==> src/rtl/rotating_xbar_pkg.sv <==
// Shared helpers for the rotating crossbar family: lane-index width and
// small-range modular add/sub used for select and pointer arithmetic.
package rotating_xbar_pkg;

    function automatic int idx_width(input int n);
        return (n > 1) ? $clog2(n) : 1;
    endfunction

    // Operands are assumed below n (or below 2n for a plain reduction with b=0),
    // so a single conditional correction replaces a divider.
    function automatic int unsigned mod_addsub(
        input int unsigned a,
        input int unsigned b,
        input int unsigned n,
        input logic        sub
    );
        int unsigned s;
        if (sub) begin
            s = (a >= b) ? (a - b) : (a + n - b);
        end else begin
            s = a + b;
            if (s >= n) begin
                s = s - n;
            end
        end
        return s;
    endfunction

endpackage

==> src/rtl/rotating_xbar.sv <==
// Combinational lane rotator: lane j of the output takes input lane
// (select + j) mod NUM_DATA. The select must already be below NUM_DATA.
module rotating_xbar
    import rotating_xbar_pkg::*;
#(
    parameter int NUM_DATA   = 4,
    parameter int DATA_WIDTH = 4
) (
    input  logic [NUM_DATA*DATA_WIDTH-1:0]   input_vector_i,
    input  logic [idx_width(NUM_DATA)-1:0]   start_select_i,
    output logic [NUM_DATA*DATA_WIDTH-1:0]   output_vector_o
);

    localparam int IDX_W = idx_width(NUM_DATA);
    localparam int MW    = IDX_W + 1;

    typedef logic [DATA_WIDTH-1:0] lane_t;
    typedef logic [MW-1:0]         modw_t;

    lane_t in_lanes [NUM_DATA];
    modw_t src;

    always_comb begin
        src             = '0;
        output_vector_o = '0;
        for (int k = 0; k < NUM_DATA; k++) begin
            in_lanes[k] = input_vector_i[k*DATA_WIDTH +: DATA_WIDTH];
        end
        for (int j = 0; j < NUM_DATA; j++) begin
            src = modw_t'(mod_addsub(32'(start_select_i), j, NUM_DATA, 1'b0));
            output_vector_o[j*DATA_WIDTH +: DATA_WIDTH] = in_lanes[src[IDX_W-1:0]];
        end
    end

endmodule

==> src/rtl/rotating_xbar_pipe.sv <==
// Registered valid/ready wrapper around rotating_xbar with an auto-rotate pointer.
// Optional ROTATING_XBAR_PIPE_REVERSE_EN adds reverse_i for mirrored rotation.
module rotating_xbar_pipe
    import rotating_xbar_pkg::*;
#(
    parameter int NUM_DATA   = 4,
    parameter int DATA_WIDTH = 4,
    parameter int AUTO_STEP  = 1
) (
    input  logic                            clk_i,
    input  logic                            rst_i,
    input  logic [NUM_DATA*DATA_WIDTH-1:0]  input_vector_i,
    input  logic                            input_valid_i,
    output logic                            input_ready_o,
    input  logic [idx_width(NUM_DATA)-1:0]  start_select_i,
    input  logic                            auto_rotate_i,
`ifdef ROTATING_XBAR_PIPE_REVERSE_EN
    input  logic                            reverse_i,
`endif
    output logic [NUM_DATA*DATA_WIDTH-1:0]  output_vector_o,
    output logic                            output_valid_o,
    input  logic                            output_ready_i,
    output logic [idx_width(NUM_DATA)-1:0]  output_select_o
);

    localparam int          IDX_W    = idx_width(NUM_DATA);
    localparam int          MW       = IDX_W + 1;
    localparam int unsigned STEP_MOD = AUTO_STEP % NUM_DATA;

    typedef logic [NUM_DATA*DATA_WIDTH-1:0] vec_t;
    typedef logic [IDX_W-1:0]               sel_t;
    typedef logic [MW-1:0]                  modw_t;

    logic  vld_p1;
    logic  accept_p0;
    sel_t  ptr_q;
    sel_t  eff_sel_p0;
    sel_t  rot_sel_p0;
    sel_t  sel_p1;
    vec_t  xbar_in_p0;
    vec_t  rot_p0;
    vec_t  vec_p1;
    modw_t man_sel_w;
    modw_t ptr_next_w;

    // Stage p0: handshake, select resolution and rotation
    assign input_ready_o = !rst_i && (!vld_p1 || output_ready_i);
    assign accept_p0     = input_valid_i && input_ready_o;

    assign man_sel_w  = modw_t'(mod_addsub(32'(start_select_i), 0, NUM_DATA, 1'b0));
    assign ptr_next_w = modw_t'(mod_addsub(32'(ptr_q), STEP_MOD, NUM_DATA, 1'b0));
    assign eff_sel_p0 = auto_rotate_i ? ptr_q : sel_t'(man_sel_w);

`ifdef ROTATING_XBAR_PIPE_REVERSE_EN
    // Mirroring lanes k -> (-k) and negating the select turns the forward
    // rotator into out[j] = in[(eff_sel - j) mod N].
    vec_t  mirror_p0;
    modw_t neg_sel_w;

    for (genvar k = 0; k < NUM_DATA; k++) begin : g_mirror
        localparam int SRC = (k == 0) ? 0 : (NUM_DATA - k);
        assign mirror_p0[k*DATA_WIDTH +: DATA_WIDTH] =
            input_vector_i[SRC*DATA_WIDTH +: DATA_WIDTH];
    end

    assign neg_sel_w  = modw_t'(mod_addsub(0, 32'(eff_sel_p0), NUM_DATA, 1'b1));
    assign xbar_in_p0 = reverse_i ? mirror_p0 : input_vector_i;
    assign rot_sel_p0 = reverse_i ? sel_t'(neg_sel_w) : eff_sel_p0;
`else
    assign xbar_in_p0 = input_vector_i;
    assign rot_sel_p0 = eff_sel_p0;
`endif

    rotating_xbar #(
        .NUM_DATA   (NUM_DATA),
        .DATA_WIDTH (DATA_WIDTH)
    ) u_xbar (
        .input_vector_i  (xbar_in_p0),
        .start_select_i  (rot_sel_p0),
        .output_vector_o (rot_p0)
    );

    // Stage p1: output register and auto-rotate pointer
    always_ff @(posedge clk_i) begin
        if (rst_i) begin
            vld_p1 <= 1'b0;
            vec_p1 <= '0;
            sel_p1 <= '0;
            ptr_q  <= '0;
        end else if (accept_p0) begin
            vld_p1 <= 1'b1;
            vec_p1 <= rot_p0;
            sel_p1 <= eff_sel_p0;
            if (auto_rotate_i) begin
                ptr_q <= sel_t'(ptr_next_w);
            end
        end else if (output_ready_i) begin
            vld_p1 <= 1'b0;
        end
    end

    assign output_valid_o  = vld_p1;
    assign output_vector_o = vec_p1;
    assign output_select_o = sel_p1;

endmodule

==> config.mk <==
export PLATFORM = sky130hd
export DESIGN_NAME = rotating_xbar_pipe
export DESIGN_NICKNAME = d
export VERILOG_FILES = /design/src/rtl/rotating_xbar_pkg.sv /design/src/rtl/rotating_xbar.sv /design/src/rtl/rotating_xbar_pipe.sv
export SDC_FILE = /design/constraint.sdc
export NUM_CORES = 1
export LEC_CHECK = 0
export CORE_MARGIN = 2
export CORE_UTILIZATION = 35
export DETAILED_ROUTE_END_ITERATION = 16
export PLACE_DENSITY = 0.76
export RECOVER_POWER = 25
export SYNTH_ARGS = -nofsm -noshare
export SYNTH_HDL_FRONTEND = slang
export SYNTH_SLANG_ARGS = --single-unit
==> constraint.sdc <==
create_clock -name clk_i -period 3.5 [get_ports clk_i]
set_input_delay 0.35 -clock clk_i [delete_from_list [all_inputs] [get_ports clk_i]]
set_output_delay 0.35 -clock clk_i [all_outputs]
set_load 0.05 [all_outputs]
==> impl_metrics.ini, run 1 <==
[routing]
drc_errors = 0
ant_nets = 0
wl_per_cell_um = 13.3
vias = 1011
drt-total-wl_um = 2710
drtIter0Drc = 4
first_pass_iters = 4
vias_per_cell = 4.98

[sta]
grt_setup_unrepaired = no
whs_ns = 0.466
relSlewSlack_pct = 18.5
period_share_pct = 74.7
finalHoldViolCount = 0
fin_skew_ns = 0.00717
setup_viol_count_final = 0
worst_pin_slew_ns = 1.22
fin_crit_ns = 2.61
timing.setup.tns_ns = 0
finalMaxSlewViolations = 0
fmax_mhz = 383

[worst_setup_path]
r2r_slack_ns = 1.67
cp_num_buf_inv = 3
critPathLaunchType = input pin
r2r_end = output_vector_o[10]
reg2reg_depth = 5
end_kind = flip-flop
path_cells = dlygate4sd3_1, inv_1, nand3_1, clkbuf_1, nand2_1, a21oi_1
cpPeakStageDelay_ns = 0.91
critPathSlowestCell = clkbuf_1
crit_type = in2reg
cp.arrival_ns = 2.86
crit_family = buffers and inverters
worstPathMaxFanout = 26
r2r-start = output_valid_o
cp_data_required_time_ns = 3.75

[synthesis]
ys.flop_type = dfxtp_1
synth-seq-cells = 21
yosysUniqueCellTypes = 25
yosysSeqAreaShare_pct = 34.2
synthArstFlopShare_pct = 0
synth_edf_count = 0
ys_warn_count = 0
syn_nets = 140
syn-instance-count = 117
avgSynthCellArea_um2 = 10.5
syn-cell-area_um2 = 1230

[layout]
antenna_cells = 0
nets = 181
drive_gt1_share_pct = 16.6
design_area_um2 = 1690
n_fill_cell = 345
multi_input_area_um2 = 754
syn_to_final_growth_pct = 37.7
seq_area_um2 = 420

[global_route]
gr-total-overflow = 0
grt_pass1_vias = 1001
antenna_found_initial = 0
grt_max_degree = 27
track_usage_pct = 14.4
grt_pass1_wl_um = 4570

[hold_path]
worstHoldStart = output_vector_o[8]
holdPathStages = 2
hp-class = reg2reg
hold_end = output_vector_o[8]

[placement]
dp_hpwl_um = 2150
numPortBuffers = 42
place_congestion = 0.766
placed_cell_area_um2 = 1670

[clock_tree]
tritoncts = done
clockBufferDepth = 2
post_cts_buffers = 0
cts-root-buf = clkbuf_4
clk_pin_slew_worst_paths_ns = 0.13
clk_latency_ns = 0.31
cts_buffers = 3
cts_sinks = 21
cts-resized-gates = 0
hold_buffers = 0
htree_levels = 1

[die]
die_w_um = 63.3
io_pins = 43
initial_core_util_pct = 36.5
core_area_um2 = 3360
fp.dieH_um = 63.3
design.die.area_um2 = 4000
core.rowCount = 21

[flow_run]
cap_violations = 0

[run_status]
outcome = complete, no violations

[power]
powerDensity_nw_per_um2 = 368
total_leakage_power_uw = 0.000651
power.total_uw = 623
vdd_drop_max_v = 0.000161
==> kinds of logic (layout without fill, tap and decap cells) <==
group | after synthesis | after routing | synth area share (%)
flops | 21 | 21 | 34.2
xor+xnor | 3 | 3 | 2.14
simple gates | 36 | 36 | 13.0
mux | 28 | 28 | 35.4
compound gates | 20 | 20 | 10.8
buf+inv | 9 | 49 | 4.38
==> layout make-up <==
type	instances	area share, %
Clock buffer	3	1.33
Tap cell	46	3.40
Sequential cell	21	24.9
Inverter	2	0.444
Clock inverter	1	0.296
Timing Repair Buffer	43	25.1
Multi-Input combinational cell	87	44.6
==> worst max-delay path by stage <==
stage              startpoint                   to  slack (ns)  cells past startpoint
3_3_place_gp    auto_rotate_i   output_vector_o[8]        0.91                      5
3_5_place_dp    auto_rotate_i  output_vector_o[11]        0.84                      5
4_1_cts                 rst_i        input_ready_o        1.15                      3
6_report                rst_i  output_vector_o[10]        0.89                      6
2_1_floorplan  output_valid_o  output_vector_o[15]        1.78                      5
5_1_grt                 rst_i   output_vector_o[2]        0.63                      6
==> metal layers <==
| metal | part of all wire [%] | track usage (%) | up-vias |
|---|---|---|---|
| met4 | 0.30 | 4.89 | 0 |
| met1 | 41 | 17.8 | 467 |
| met3 | 7.6 | 3.39 | 2 |
| met2 | 51 | 24.6 | 30 |
| li1 | - | - | 512 |
| met5 | 0 | 0 | - |
==> cell usage after synthesis, drive strengths merged (2+ instances only) <==
| master | count | area (µm²) |
|---|---|---|
| dfxtp | 21 | 420 |
| clkbuf | 4 | 15.0 |
| o21ai | 10 | 80.1 |
| buf | 3 | 31.3 |
| a21oi | 9 | 45.0 |
| mux4 | 8 | 199 |
| nor2 | 5 | 18.8 |
| nand3 | 10 | 50.1 |
| nand2 | 16 | 60.1 |
| mux2i | 11 | 135 |
| inv | 2 | 7.50 |
| mux2 | 9 | 101 |
| xnor2 | 3 | 26.3 |
==> sequential cells by signal, summed over array words and instances (netlist names) <==
name	count
output_valid_o	1
output_vector_o	16
ptr_q	2
output_select_o	2
==> cells in the final DEF (no fill, tap or decap), drive strengths merged <==
master | synthesis | final
nand2 | 16 | 16
and3 | 1 | 1
mux4 | 8 | 8
nand3 | 10 | 10
nor2 | 5 | 5
o21ai | 10 | 10
mux2i | 11 | 11
nor2b | 1 | 1
nand2b | 1 | 1
clkinv | 0 | 1
a21oi | 9 | 9
dfxtp | 21 | 21
nand4 | 1 | 1
dlygate4sd3 | 0 | 6
xnor2 | 3 | 3
inv | 2 | 2
clkdlybuf4s50 | 0 | 36
a211oi | 1 | 1
mux2 | 9 | 9
clkbuf | 4 | 4
or3 | 1 | 1
==> report_power, final <==
| part | switching (µW) | internal [µW] |
|---|---|---|
| combinational | 129 | 104 |
| clock | 79.2 | 42.7 |
| sequential | 10.6 | 257 |
| total | 219 | 404 |
==> worst register-to-register path, stage by stage (launching register included) <==
cell	delay, ns
dfxtp_1	0.37
nand2b_1	0.10
nand3_1	0.09
clkbuf_1	0.91
nand2_1	0.14
a21oi_1	0.18
==> metrics by stage <==
| stage | utilization [%] | std cells | worst slack, ns |
|---|---|---|---|
| CTS | 50.4 | 203 | 1.15 |
| global placement | 49.6 | 199 | 0.911 |
| floorplan | - | 117 | 1.78 |
| detailed placement | 49.6 | 199 | 0.836 |
| finish | 50.3 | 203 | 0.886 |
| global route | 50.3 | 203 | 0.634 |
Note: power is estimated with default switching activity, not from simulation.
==> run 2: changes to the inputs <==
==> constraint.sdc (replaced) <==
create_clock -name clk_i -period 2.7 [get_ports clk_i]
set_input_delay 0.27 -clock clk_i [delete_from_list [all_inputs] [get_ports clk_i]]
set_output_delay 0.27 -clock clk_i [all_outputs]
set_load 0.05 [all_outputs]
==> impl_metrics.ini, run 2 (synthesis results as in run 1) <==
[hold_path]
worstHoldStart = output_select_o[0]
hold_end = output_select_o[0]
hp-class = reg2reg
holdPathStages = 2

[worst_setup_path]
r2r_slack_ns = 1.01
crit_type = in2reg
critPathSlowestCell = dlygate4sd3_1
r2r-start = ptr_q[0]
critPathLaunchType = input pin
cp_data_required_time_ns = 2.94
cpPeakStageDelay_ns = 0.54
end_kind = flip-flop
worstPathMaxFanout = 26
reg2reg_depth = 4
path_cells = dlygate4sd3_1, clkbuf_1, inv_1, nand3_1, buf_4, nand2_1, a21oi_1
r2r_end = output_vector_o[10]
cp.arrival_ns = 2.25

[sta]
setup_viol_count_final = 0
worst_pin_slew_ns = 0.485
fmax_mhz = 498
grt_setup_unrepaired = no
fin_crit_ns = 2.01
relSlewSlack_pct = 67.0
fin_skew_ns = 0.00217
finalMaxSlewViolations = 0
timing.setup.tns_ns = 0
period_share_pct = 74.3
finalHoldViolCount = 0

[routing]
drtIter0Drc = 16
first_pass_iters = 4
vias_per_cell = 4.96
ant_nets = 0
wl_per_cell_um = 13.5
vias = 1022
drt-total-wl_um = 2770
drc_errors = 0

[global_route]
grt_pass1_wl_um = 4550
grt_max_degree = 27
use_met2_pct = 25.1
grt_pass1_vias = 1001
track_usage_pct = 14.0
use_met1_pct = 18.0
antenna_found_initial = 0
gr-total-overflow = 0
busiest_layer = met2
gr-usage-met3_pct = 2.14

[die]
fp.dieH_um = 63.3
design.die.area_um2 = 4000
core.rowCount = 21
initial_core_util_pct = 36.5
die_w_um = 63.3
core_area_um2 = 3360
io_pins = 43

[layout]
multi_input_area_um2 = 747
nets = 184
drive_gt1_share_pct = 16.3
most-common-layout-cells = 38 x clkdlybuf4s50_1, 21 x dfxtp_1, 16 x nand2_1
largest_reg_flops = 16
n_fill_cell = 331
syn_to_final_growth_pct = 38.8
seq_area_um2 = 420
fin_util_pct = 50.7
antenna_cells = 0
layout_commonest_cell = clkdlybuf4s50_1

[clock_tree]
cts-resized-gates = 0
cts_buffers = 3
tritoncts = done
clk_latency_ns = 0.30
htree_levels = 1
clockBufferDepth = 2
hold_buffers = 0
cts_sinks = 21
clk_pin_slew_worst_paths_ns = 0.12
post_cts_buffers = 0
cts-root-buf = clkbuf_4

[power]
powerDensity_nw_per_um2 = 473
vdd_drop_max_v = 0.000278
total_leakage_power_uw = 0.000653

[placement]
dp_hpwl_um = 2240
place_congestion = 0.780
numPortBuffers = 42

[run_status]
outcome = complete, no violations

[flow_run]
cap_violations = 0
[run 2: cell types whose count changed in the layout (fill, tap and decap cells not counted)]
cell	previous run	this run
dlygate4sd3_1	6	4
clkbuf_1	1	2
o21ai_2	8	6
clkinv_2	1	0
o21ai_0	0	2
clkdlybuf4s50_1	36	38
buf_4	0	3
[run 2: worst max-delay path by stage]
| stage | cells after the start | startpoint | to | slack [ns] |
|---|---|---|---|---|
| floorplan | 5 | output_valid_o | output_vector_o[15] | 0.98 |
| global placement | 6 | auto_rotate_i | output_vector_o[2] | 0.50 |
| detailed placement | 6 | auto_rotate_i | output_vector_o[2] | 0.47 |
| CTS | 4 | output_ready_i | input_ready_o | 0.71 |
| global route | 7 | rst_i | output_vector_o[8] | 0.49 |
| finish | 7 | rst_i | output_vector_o[10] | 0.69 |
[run 2: power by group]
part / total (µW) / switching (µW) / leakage, µW / internal [µW]
Sequential: 347 / 13.6 / 0.000172 / 334
Clock: 154 / 96.4 / 0.0000150 / 57.6
Combinational: 306 / 168 / 0.000465 / 138
Total: 807 / 278 / 0.000653 / 529
[run 2: final cells by class]
| class | count | share of cell area (%) |
|---|---|---|
| repair buffers | 46 | 26.2 |
| clock buffers | 4 | 1.54 |
| flip-flops and latches | 21 | 24.7 |
| multi-input cells | 87 | 43.8 |
| inverters | 2 | 0.440 |
| well taps | 46 | 3.37 |
[run 2: worst max-delay path, delay by kind of cell]
kind,cells,cell delay (ns)
simple gates,2,0.24
buf+inv,4,1.57
compound gates,1,0.15
[run 2: per-stage QoR]
stage	std cells	hold WS (ns)	total power [µW]	setup WS, ns	instance area (µm²)
floorplan	117	0.339	562	0.983	1230
global placement	202	0.450	659	0.498	1690
detailed placement	202	0.456	665	0.471	1690
CTS	206	0.474	820	0.713	1720
global route	206	0.492	844	0.492	1710
finish	206	0.466	807	0.693	1710
[run 2: metal layers]
layer / vias to the layer above / share of wire [%] / routed length (µm)
met3: 0 / 5.8 / 160
li1: 516 / - / -
met1: 470 / 42 / 1180
met5: - / 0 / 0
met2: 36 / 52 / 1440
met4: 0 / 0 / 0
==> RTL change 1: new RTL, settings of run 2 <==
Add a define of `ROTATING_XBAR_PIPE_REVERSE_EN`.
--- a/src/rtl/rotating_xbar_pipe.sv
+++ b/src/rtl/rotating_xbar_pipe.sv
@@ -1,5 +1,7 @@
 // Registered valid/ready wrapper around rotating_xbar with an auto-rotate pointer.
 // Optional ROTATING_XBAR_PIPE_REVERSE_EN adds reverse_i for mirrored rotation.
+`define ROTATING_XBAR_PIPE_REVERSE_EN
+
 module rotating_xbar_pipe
     import rotating_xbar_pkg::*;
 #(
Ports: changed (added reverse_i); port bits go from 43 to 44. The function was not compared with the original's and may differ.
==> RTL change 1 against run 2 <==
  * Via count is 16% higher
  * Non-clock buffer count stayed put
  * Power is 13% higher
  * Routed wire length is 15% higher
  * Sequential power is 2% higher
  * Area after synthesis is 12% higher
  * Setup slack worse by 0.16 ns
  * Clock skew is 0.00077 ns lower
  * Sequential cell count stayed put
  * Final area is 9.1% higher
  * Critical endpoint is now input_ready_o
==> RTL change 1: results (changes against run 2) <==
- Status: finished clean (unchanged)
- Post-Synth XOR/XNOR Area: 0.6369% (was 2.138%)
- Finished Layout Cells: 234 (was 206)
- Port bufs: 43 (was 42)
- Latest clock arrival within the worst-skew pair: 0.26 ns (was 0.30 ns)
- Area share of fa/ha/maj cells after synthesis: 0% (unchanged)
- Distinct cell type count of the synthesized netlist: 24 (was 25)
- FF-to-FF setup slack: 0.96 ns (was 1.01 ns)
- Dpl ws: 0.4844 ns (was 0.4709 ns)
- First-pass GRT wire length: 5188 microns (was 4547 microns)
- Vias in the first global route: 1,146 (was 1,001)
- CP top delay family: buffers and inverters (unchanged)
- FF-to-FF End: output_vector_o[12] (was output_vector_o[10])
- Routed wl met3: 209 microns (was 160 microns)
- Sequential area share after synthesis: 30.57% (was 34.22%)
- Commonest cells in the netlist: nand2_1, mux2_2, dfxtp_1 (was dfxtp_1, nand2_1, nand3_1)
- DRT Wirelength: 3182 microns (was 2772 microns)
- Clock Skews: 0.001395 ns (was 0.002165 ns)
- CP startpoint: rst_i (unchanged)
- Worst hold path type: reg -> reg (unchanged)
- Worst r2r path cells: 5 (was 4)
- Met2 WL: 1303 microns (was 1437 microns)
- Dpl hpwl: 2327 microns (was 2245 microns)
- Synth top area cells: dfxtp_1, mux2_2, o211ai_2 (was dfxtp_1, mux4_1, mux2_2)
- CP endpoint: input_ready_o (was output_vector_o[10])
- Worst path max stage delay: 0.80 ns (was 0.54 ns)
- CP max-delay cell: clkdlybuf4s50_1 (was dlygate4sd3_1)
- Total global-route track usage: 15.53% (was 14.02%)
- GP Congestion: 0.8137 (was 0.7796)
- Filler Cell Count: 357 (was 331)
- Initial antenna violation count: 0 (unchanged)
- Syn_nets: 172 (was 140)
- Post-Route M1 WL: 1561 microns (was 1175 microns)
- Synth Instances: 148 (was 117)
- Largest net degree at the start of global routing: 36 (was 27)
- Vias: 1,188 (was 1,022)
- VDD IR max: 199.8 uV (was 277.6 uV)
- CTS H-tree lvls: 1 (unchanged)
- Post-synthesis mux area share: 21.84% (was 35.44%)
- Grt met1 use: 20.37% (was 18.04%)
- Clk pin slew, worst setup/hold paths: 0.08 ns (was 0.12 ns)
- Cell Area, Placed: 0.001818 sq mm (was 0.001690 sq mm)
- Fin crit share: 80.31% (was 74.33%)
- Crit path DAT: 1.90 ns (was 2.25 ns)
- GR Layer Usage met3: 2.703% (was 2.143%)
- Largest fanout on the critical path: 9 (was 26)
- DRT iter0 DRCs: 31 (was 16)
- Top Metal Used: met4 (was met3)
- P_leak: 0.7118 nW (was 0.6527 nW)
- Grt met2 use: 23.75% (was 25.13%)
- Least-Margin Pin Slew: 0.6323 ns (was 0.4847 ns)
- Nets: 211 (was 184)
- Root Buffer: clkbuf_8 (was clkbuf_4)
- Layout cells sized above 1: 27.96% (was 16.25%)
- Synth Area in Compound Gates: 17.65% (was 10.79%)
RTL change 1: where the power goes:
group,total [mW],internal (mW),switching [mW]
Sequential,0.353,0.338,0.0145
Clock,0.211,0.105,0.106
Combinational,0.347,0.143,0.204
Total,0.910,0.586,0.324
RTL change 1: final cells by class:
type | count | area, sq um | area share (%)
multi-input combinational | 113 | 877.1 | 47.14
timing repair buffer | 46 | 450.4 | 24.21
sequential | 21 | 420.4 | 22.60
tap | 48 | 60.06 | 3.228
clock buffer | 4 | 45.04 | 2.421
inverter | 2 | 7.507 | 0.4035
RTL change 1: worst min-delay path by stage:
stage	start	end	slack, ns	depth (start not counted)
2_1_floorplan	input_valid_i	output_valid_o	0.39	2
3_3_place_gp	output_vector_o[10]	output_vector_o[10]	0.45	2
3_5_place_dp	output_vector_o[6]	output_vector_o[6]	0.45	2
4_1_cts	output_vector_o[10]	output_vector_o[10]	0.47	2
5_1_grt	output_vector_o[6]	output_vector_o[6]	0.49	2
6_report	output_vector_o[6]	output_vector_o[6]	0.46	2
==> RTL change 2: new RTL, flow settings as in run 2 <==
Without the edit above. Make the reset (`rst_i`) asynchronous in one clocked block.
--- a/src/rtl/rotating_xbar_pipe.sv
+++ b/src/rtl/rotating_xbar_pipe.sv
@@ -81,7 +81,7 @@
     );
 
     // Stage p1: output register and auto-rotate pointer
-    always_ff @(posedge clk_i) begin
+    always_ff @(posedge clk_i or posedge rst_i) begin
         if (rst_i) begin
             vld_p1 <= 1'b0;
             vec_p1 <= '0;
Formal check against the unedited RTL: differs if rst_i is asserted again (counterexample within 4 cycles, from zero or initial values and one cycle with rst_i high); with rst_i held inactive, the same outputs for 10 cycles.
==> RTL change 2 against run 2 <==
  * Critical path type is now in -> out
  * Sequential cell count unchanged
  * First-iteration DRC count rose to 3.2 times the old value
  * Non-clock buffer count down 1
  * Routed wire length down 0.36%
  * Final area up 1.5%
  * Die area down 0.57%
  * Setup slack worse by 0.036 ns
  * Area after synthesis down 0.61%
Power is not compared: it rests on default switching activity, and its combinational part moved more than twofold at a synthesized area within 25%.
==> RTL change 2: results (changes against run 2) <==
- Largest fanout on the critical path: 3 (was 26)
- Largest net degree at the start of global routing: 24 (was 27)
- Ys async rst share: 100.0% (was 0%)
- # resized after CTS: 0 (unchanged)
- Syn_nets: 115 (was 140)
- Largest family of logic cells by synthesized area: multiplexers (unchanged)
- Nets: 161 (was 184)
- Latest clock arrival within the worst-skew pair: 0.31 ns
- Filler Cell Count: 317 (was 331)
- Clk pin slew, worst setup/hold paths: 0.12 ns (about the same)
- Clock Skews: 0.006957 ns (was 0.002165 ns)
- Area share of fa/ha/maj cells after synthesis: 0% (unchanged)
- Synth top area cells: dfrtp_1, mux2i_1, mux2_2 (was dfxtp_1, mux4_1, mux2_2)
- Hold path endpoint: output_vector_o[1] (was output_select_o[0])
- Worst r2r path cells: 5 (was 4)
- Worst path max stage delay: 0.80 ns (was 0.54 ns)
- Vias in the first global route: 1,006 (was 1,001)
- VDD IR max: 680.5 uV
- Worst hold path type: reg -> reg (unchanged)
- P_leak: 0.7537 nW
- Port bufs: 42 (unchanged)
- Total global-route track usage: 14.97% (was 14.02%)
- Distinct cell type count of the synthesized netlist: 18 (was 25)
- CTS Buf Count: 3 (unchanged)
- Post-Synth XOR/XNOR Area: 2.869% (was 2.138%)
- FF-to-FF setup slack: 0.97 ns (was 1.01 ns)
- Die footprint: 0.003978 sq mm (was 0.004001 sq mm)
- First-pass GRT wire length: 4609 microns (was 4547 microns)
- Crit path DAT: 1.77 ns (was 2.25 ns)
- CP endpoint: input_ready_o (was output_vector_o[10])
- Reg2reg start: ptr_q[0] (unchanged)
- Post-synthesis mux area share: 46.72% (was 35.44%)
- Sequential area share after synthesis: 43.03% (was 34.22%)
- Via/cell ratio: 4.760 (was 4.961)
- CP top delay family: buffers and inverters (unchanged)
- CP startpoint: rst_i (unchanged)
- Synth Warn #: 0 (unchanged)
- FF-to-FF End: output_vector_o[7] (was output_vector_o[10])
- Deepest clock path buffer count: 2 (unchanged)
- CP max-delay cell: clkdlybuf4s50_1 (was dlygate4sd3_1)
- Commonest cells in the netlist: mux2i_1, dfrtp_1, mux2_2 (was dfxtp_1, nand2_1, nand3_1)
- Status: finished clean (unchanged)
- CTS H-tree lvls: 1 (unchanged)
- Max reg flops: 16 (unchanged)
- Synth Area in Compound Gates: 0.8197% (was 10.79%)
- Post-CTS Setup Repair Bufs: 0 (unchanged)
- ANT cells: 0 (unchanged)
- DRT iter0 DRCs: 51 (was 16)
- Slew Limit Headroom: 46.83% (was 66.99%)
- Root Buffer: clkbuf_4 (unchanged)
- Worst Hold Path Cells: 1 (was 2)
- DRT Wirelength: 2762 microns (was 2772 microns)
- Layout cells sized above 1: 20.44% (was 16.25%)
- HP Start: output_vector_o[1] (was output_select_o[0])
- GP Congestion: 0.7532 (was 0.7796)
- Dpl hpwl: 2178 microns (was 2245 microns)
- Initial antenna violation count: 0 (unchanged)
- Detailed Routing Iterations Pass 1: 4 (unchanged)
## RTL change 2: cell count changes after synthesis, moves of 8 or more
cell            run 2  this run
mux2i_1             9        32
dfrtp_1             0        21
dfxtp_1            21         0
nand2_1            16         1
nand3_1            10         1
o21ai_2             8         0
## RTL change 2: metal layers
layer	track usage, %	part of all wire [%]	vias up	routed length, microns
li1	-	-	424	-
met1	16.00	39	424	1066
met2	27.39	55	21	1531
met3	5.179	4.9	2	136
met4	4.722	0.98	0	27
met5	0	0	-	0
## RTL change 2: layout make-up
cell class / count / area share (%)
Clock buffer: 3 / 1.302
Clock inverter: 1 / 0.2892
Inverter: 1 / 0.2169
Multi-Input combinational cell: 66 / 38.18
Sequential cell: 21 / 30.37
Tap cell: 46 / 3.326
Timing Repair Buffer: 45 / 26.32
## RTL change 2: power breakdown
part	switching [mW]	internal (mW)	leakage, nW	total (mW)
Clock	0.0962	0.0553	0.0177	0.151
Sequential	0.0945	0.455	0.245	0.550
Combinational	0.742	0.512	0.491	1.25
## RTL change 2: kinds of logic (layout without fill, tap and decap cells)
logic type / after synthesis / after routing
multiplexers: 52 / 52
flip-flops: 21 / 21
AND/OR/NAND/NOR: 8 / 8
buffers and inverters: 5 / 50
XOR/XNOR: 4 / 4
AO/OA/AOI/OAI: 2 / 2
## RTL change 2: through the flow
step                hold WS [ns]  std cells  cell area, sq um  power, mW  worst slack [ns]
floorplan                 0.2465         92              1221      1.417            0.8553
global placement          0.4903        179              1703      1.787            0.5837
detailed placement        0.4982        179              1703      1.822            0.5290
CTS                       0.5068        183              1730      1.979            0.6578
global route              0.5477        183              1730      2.062            0.5959
finish                    0.5226        183              1730      1.955            0.6568
